--- src/rtl/cmp_pkg.sv ---
// Shared definitions for the sequential magnitude comparator: FSM encoding
// and the parameter legality rules checked at elaboration.
package cmp_pkg;

  typedef enum logic [1:0] {
    ST_IDLE    = 2'd0,
    ST_COMPARE = 2'd1,
    ST_DONE    = 2'd2
  } cmp_state_t;

  function automatic bit width_legal(input int w);
    return (w >= 2);
  endfunction

  function automatic bit early_exit_legal(input int v);
    return (v == 0) || (v == 1);
  endfunction

endpackage

--- src/rtl/bit_compare_cell.sv ---
// One-bit magnitude compare; invert swaps gt/lt so the sign bit of a
// two's-complement operand weighs negatively.
module bit_compare_cell (
  input  logic a_bit,
  input  logic b_bit,
  input  logic invert,
  output logic gt,
  output logic eq,
  output logic lt
);

  logic a_over_b;
  logic b_over_a;

  assign a_over_b = a_bit & ~b_bit;
  assign b_over_a = ~a_bit & b_bit;
  assign eq       = ~(a_bit ^ b_bit);
  assign gt       = invert ? b_over_a : a_over_b;
  assign lt       = invert ? a_over_b : b_over_a;

endmodule

--- src/rtl/seq_magnitude_comparator.sv ---
// Bit-serial magnitude comparator: scans operands MSB first, one bit per
// cycle, and reports A>B / A==B / A<B with a one-cycle done pulse.
module seq_magnitude_comparator
  import cmp_pkg::*;
#(
  parameter int WIDTH      = 8,
  parameter int EARLY_EXIT = 1
) (
  input  logic             clk,
  input  logic             rst,
  input  logic             start,
  input  logic             signed_mode,
  input  logic [WIDTH-1:0] a,
  input  logic [WIDTH-1:0] b,
  output logic             busy,
  output logic             done,
  output logic             g,
  output logic             e,
  output logic             l
);

  localparam int IDX_W = $clog2(WIDTH);
  localparam logic [IDX_W-1:0] IDX_MSB = IDX_W'(WIDTH - 1);

  if (!width_legal(WIDTH)) begin : g_bad_width
    $error("seq_magnitude_comparator: WIDTH must be >= 2");
  end
  if (!early_exit_legal(EARLY_EXIT)) begin : g_bad_early_exit
    $error("seq_magnitude_comparator: EARLY_EXIT must be 0 or 1");
  end

  cmp_state_t       state, state_nxt;
  logic [WIDTH-1:0] a_q, b_q;
  logic             sm_q;
  logic [IDX_W-1:0] idx;
  logic             found, res_g, res_l;

  logic cell_gt, cell_eq, cell_lt;
  logic cap, finish, last, hit;
  logic dec_g, dec_l;

  bit_compare_cell u_cell (
    .a_bit  (a_q[idx]),
    .b_bit  (b_q[idx]),
    .invert (sm_q && (idx == IDX_MSB)),
    .gt     (cell_gt),
    .eq     (cell_eq),
    .lt     (cell_lt)
  );

  // A difference already recorded (fixed-latency mode) outranks the current bit.
  assign last  = (idx == '0);
  assign hit   = !found && !cell_eq;
  assign dec_g = found ? res_g : cell_gt;
  assign dec_l = found ? res_l : cell_lt;

  always_comb begin
    state_nxt = state;
    cap       = 1'b0;
    finish    = 1'b0;
    case (state)
      ST_IDLE, ST_DONE: begin
        if (start) begin
          cap       = 1'b1;
          state_nxt = ST_COMPARE;
        end else begin
          state_nxt = ST_IDLE;
        end
      end
      ST_COMPARE: begin
        if (last || ((EARLY_EXIT != 0) && !cell_eq)) begin
          finish    = 1'b1;
          state_nxt = ST_DONE;
        end
      end
      default: state_nxt = ST_IDLE;
    endcase
  end

  always_ff @(posedge clk) begin
    if (rst) begin
      state <= ST_IDLE;
      idx   <= '0;
      found <= 1'b0;
      res_g <= 1'b0;
      res_l <= 1'b0;
      g     <= 1'b0;
      e     <= 1'b0;
      l     <= 1'b0;
    end else begin
      state <= state_nxt;
      if (cap) begin
        idx   <= IDX_MSB;
        found <= 1'b0;
        res_g <= 1'b0;
        res_l <= 1'b0;
      end else if (state == ST_COMPARE) begin
        if (hit) begin
          found <= 1'b1;
          res_g <= cell_gt;
          res_l <= cell_lt;
        end
        if (!last) idx <= idx - 1'b1;
      end
      if (finish) begin
        g <= dec_g;
        e <= ~dec_g & ~dec_l;
        l <= dec_l;
      end
    end
  end

  // Operand registers carry data only and are not reset.
  always_ff @(posedge clk) begin
    if (cap) begin
      a_q  <= a;
      b_q  <= b;
      sm_q <= signed_mode;
    end
  end

  assign busy = (state == ST_COMPARE);
  assign done = (state == ST_DONE);

endmodule

--- config.mk ---
export PLATFORM = sky130hd
export DESIGN_NAME = seq_magnitude_comparator
export DESIGN_NICKNAME = d
export VERILOG_FILES = /design/src/rtl/cmp_pkg.sv /design/src/rtl/bit_compare_cell.sv /design/src/rtl/seq_magnitude_comparator.sv
export SDC_FILE = /design/constraint.sdc
export NUM_CORES = 1
export LEC_CHECK = 0
export BUFFER_PORTS_ARGS = -buffer_cell sky130_fd_sc_hd__buf_2
export CAP_MARGIN = 15
export CELL_PAD_IN_SITES_DETAIL_PLACEMENT = 0
export CELL_PAD_IN_SITES_GLOBAL_PLACEMENT = 1
export CORE_MARGIN = 3
export CORE_UTILIZATION = 46
export DETAILED_ROUTE_END_ITERATION = 10
export GPL_ROUTABILITY_DRIVEN = 0
export HOLD_SLACK_MARGIN = 0.06
export PLACE_DENSITY_LB_ADDON = 0.1
export SYNTH_ARGS = -nofsm -noshare
export SYNTH_HDL_FRONTEND = slang
export SYNTH_SLANG_ARGS = --single-unit
--- constraint.sdc ---
create_clock -name clk -period 3.4 [get_ports clk]
set_input_delay 1.02 -clock clk [delete_from_list [all_inputs] [get_ports clk]]
set_output_delay 1.02 -clock clk [all_outputs]
set_load 0.005 [all_outputs]
==> results.txt <==
The final routed wire length divided by cell count is 12.5 um. The number of routed nets with antenna violations is 0. In the layout the commonest cells are sky130_fd_sc_hd__buf_2, sky130_fd_sc_hd__edfxtp_1, sky130_fd_sc_hd__dfxtp_1, sky130_fd_sc_hd__inv_1, sky130_fd_sc_hd__a21oi_1.

The synthesized netlist net count is 112. STA classifies the critical path endpoint as a register. Across every metal layer, demand over resource in global routing totals 12.3%. The share of the synthesized area in the top cell type is 42.5%. The die is 57.1 um wide. The total internal power came out at 0.580 mW. The number of clock sinks seen by CTS came out at 28. TritonCTS built the clock tree. The power per cell area is 546 mW/mm^2. The final-report hold violation count came out at 0. The largest net degree at the start of global routing is 22. The count of max-cap constraint violations is 0. The highest net fanout along the worst path came out at 7.

The startpoint identified for the worst register-to-register timing path is idx[0]. Static timing analysis puts the maximum clock frequency at 0.402 GHz. The detailed placer's ending HPWL came out at 1.34 mm. Measured against its own limit, the worst slew margin works out to 50.9%. The worst min-delay path startpoint is l. The area of the die came out at 0.00326 mm^2.

The post-cts sizing count came out at 0. At the later pin of the worst-skew pair, clock insertion delay measures 330 ps. For this design, the CTS-stage hold fixing added 0 buffers. The cell row count is 17. The largest area contributor in the synthesized netlist is sky130_fd_sc_hd__edfxtp_1.

The via count of the first global-routing pass is 741. The clock skew after layout is 10.9 ps. The post-route DRC violation count came out at 0.

In the finished design, the share of the clock period the worst path needs comes to 73.1%. The number of fill cells in the layout came out at 207. 25 I/O pins were placed. The average via count per standard cell is 5.14. The number of levels the H-tree was split into is 1. For this design the static power due to leakage is 0.580 nW. In the final timing run, aggregate negative setup slack is 0 ps. The final layout net count came out at 139. The synthesis warning total is 0. The signal on the critical path passes through mux4_2, mux2i_1, inv_1, ha_1, nor3_1, mux2i_1, nor3_1.

The maximum cell stage delay along the critical path came out at 580 ps. The number of antenna cells inserted is 0. The fraction of the core area covered by cells at the end of the flow came out at 59.9%. Clock-pin slew was measured on the worst setup and hold paths at 150 ps. The routed wire length is 1.77 mm. The sequential share of power came out at 53.6%. The minimum clock period came out at 2490 ps.

Setup repair after global routing left no endpoint under its margin. The pre-antenna-repair detailed-routing pass consisted of 2 iterations. The post-synthesis instance area is 0.00120 mm^2.

The portion of total power attributed to the clock network is 28.3%. The worst setup slack before clock tree synthesis came out at 910 ps. The initial antenna violation count is 0.

In this run the standard cell core region covers 0.00234 mm^2. The data arrival time of the worst path came out at 2700 ps. The max-slew violation count came out at 0. The die boundary height is 57.1 um. The share of synthesized area occupied by flip-flops and latches came out at 60.8%. Input and output buffers added on the ports amount to 24. The maximum clock insertion buffer count is 2.

After synthesis the netlist holds a flip-flop and latch count of 28. The average footprint of a synthesized cell came out at 13.8 um^2. The number of buffers created by CTS came out at 3. Among all stages on the critical path, the largest delay is contributed by sky130_fd_sc_hd__dfxtp_1. The worst hold-check slack came out at 460 ps. The worst setup path is launched from a register.

By startpoint and endpoint, the worst setup path is classified as reg2reg. The flow ran to the end, and the final reports show no timing, DRC or antenna violations. The endpoint required time on the critical path is 3610 ps. The setup-violating endpoint count in the final report came out at 0. The combinational cell fraction of total power is 18.1%.

The critical path launch point is idx[0]. The min-delay analysis places its worst path in the category reg2reg. The worst-case IR drop observed on VDD is 436 uV. The transition at the pin with the smallest max-transition slack came out at 736 ps. The post-synthesis instance total is 87. The DRC violation total after the first TritonRoute iteration came out at 13.

Leaving out fill and tap cells, the most frequent cell in the layout is sky130_fd_sc_hd__buf_2. The count of different cell masters after synthesis came out at 28. The area added between synthesis and finish came out at 16.5%. The total net switching power came out at 0.185 mW. The first-pass GRT wire length came out at 3.12 mm. The proportion of total power due to net switching came out at 24.2%. The total via count after detailed routing is 725. Summed over all layers, the global routing overflow is 0.

The minimum setup slack in the final design is 914 ps. The post-CTS setup-driven buffer insertion count came out at 0. The ratio of cells with drive above 1 in the final layout is 31.9%. The effective utilization at floorplan is 51.4%. In the post-synthesis netlist, the biggest area contributors are sky130_fd_sc_hd__edfxtp_1, sky130_fd_sc_hd__dfxtp_1, sky130_fd_sc_hd__mux4_2, sky130_fd_sc_hd__ha_1, sky130_fd_sc_hd__mux2i_1. The clock root buffer master is sky130_fd_sc_hd__clkbuf_4.
==> path summary, 6_finish.rpt <==
kind            to  slack (ps)  depth (start not counted)
max reg2reg  res_g         910                          7
min              l         460                          2
min reg2reg      l         460                          2
max          res_g         910                          7
==> registers in the layout, indices dropped and copies added (netlist names), 2 cells and up <==
signal	cells
a_q	8
state	2
idx	3
b_q	8
==> power groups by stage <==
| stage | Clock (mW) | Sequential, mW | Combinational [mW] |
|---|---|---|---|
| after floorplan | 0 | 0.411 | 0.109 |
| after global placement | 0 | 0.419 | 0.136 |
| after detailed placement | 0 | 0.419 | 0.140 |
| after CTS | 0.224 | 0.412 | 0.141 |
| after global routing | 0.236 | 0.416 | 0.160 |
| final | 0.216 | 0.410 | 0.138 |
==> critical path, delay by kind of cell, from the launching register on <==
| family | cells | cell delay (ps) |
|---|---|---|
| fa+ha+maj | 1 | 340 |
| buf+inv | 1 | 70 |
| flops | 1 | 580 |
| mux | 3 | 970 |
| simple gates | 2 | 410 |
==> through the flow <==
stage | instance area (um^2) | total power, mW | instances
2_1_floorplan | 1200 | 0.520 | 87
3_3_place_gp | 1350 | 0.555 | 137
3_5_place_dp | 1350 | 0.559 | 137
4_1_cts | 1400 | 0.777 | 141
5_1_grt | 1400 | 0.811 | 141
6_report | 1400 | 0.765 | 141
==> Yosys cell counts <==
master	n
sky130_fd_sc_hd__xnor2_1	1
sky130_fd_sc_hd__mux4_2	4
sky130_fd_sc_hd__nand3_2	1
sky130_fd_sc_hd__buf_1	1
sky130_fd_sc_hd__o21ai_0	2
sky130_fd_sc_hd__nor3_1	4
sky130_fd_sc_hd__a41o_1	1
sky130_fd_sc_hd__mux2_4	1
sky130_fd_sc_hd__o211ai_1	1
sky130_fd_sc_hd__a21o_1	1
sky130_fd_sc_hd__mux2i_1	4
sky130_fd_sc_hd__buf_2	1
sky130_fd_sc_hd__nand2_1	1
sky130_fd_sc_hd__inv_1	7
sky130_fd_sc_hd__ha_1	5
sky130_fd_sc_hd__dfxtp_1	11
sky130_fd_sc_hd__edfxtp_1	17
sky130_fd_sc_hd__nor2b_1	1
sky130_fd_sc_hd__nor2_1	4
sky130_fd_sc_hd__nand3_1	2
sky130_fd_sc_hd__xor2_1	1
sky130_fd_sc_hd__mux2i_4	1
sky130_fd_sc_hd__and3_1	1
sky130_fd_sc_hd__mux2_2	1
sky130_fd_sc_hd__a21oi_1	7
sky130_fd_sc_hd__o21ai_1	1
sky130_fd_sc_hd__and2_1	1
sky130_fd_sc_hd__nand2b_1	4
==> routing by layer <==
layer	GRT usage, %	up-vias	routed length (um)
li1	-	369	-
met1	15.0	331	741
met2	20.9	23	872
met3	5.20	2	140
met4	1.99	0	12
met5	0	-	0
==> area by class of cell <==
class	instances	area (um^2)	share of cell area (%)
flip-flops and latches	28	731	52.1
repair buffers	24	120	8.57
well taps	28	35.0	2.50
multi-input cells	50	437	31.2
clock buffers	3	22.5	1.61
clock inverters	1	30.0	2.14
inverters	7	26.3	1.88
==> cells by family after synthesis <==
| logic type | synth area share [%] |
|---|---|
| AND/OR/NAND/NOR | 8.53 |
| XOR/XNOR | 1.46 |
| flip-flops | 60.8 |
| buffers and inverters | 2.91 |
| AO/OA/AOI/OAI | 6.24 |
| multiplexers | 14.9 |
| adder cells (fa/ha/maj) | 5.20 |
Note: power is estimated with default switching activity, not from simulation.
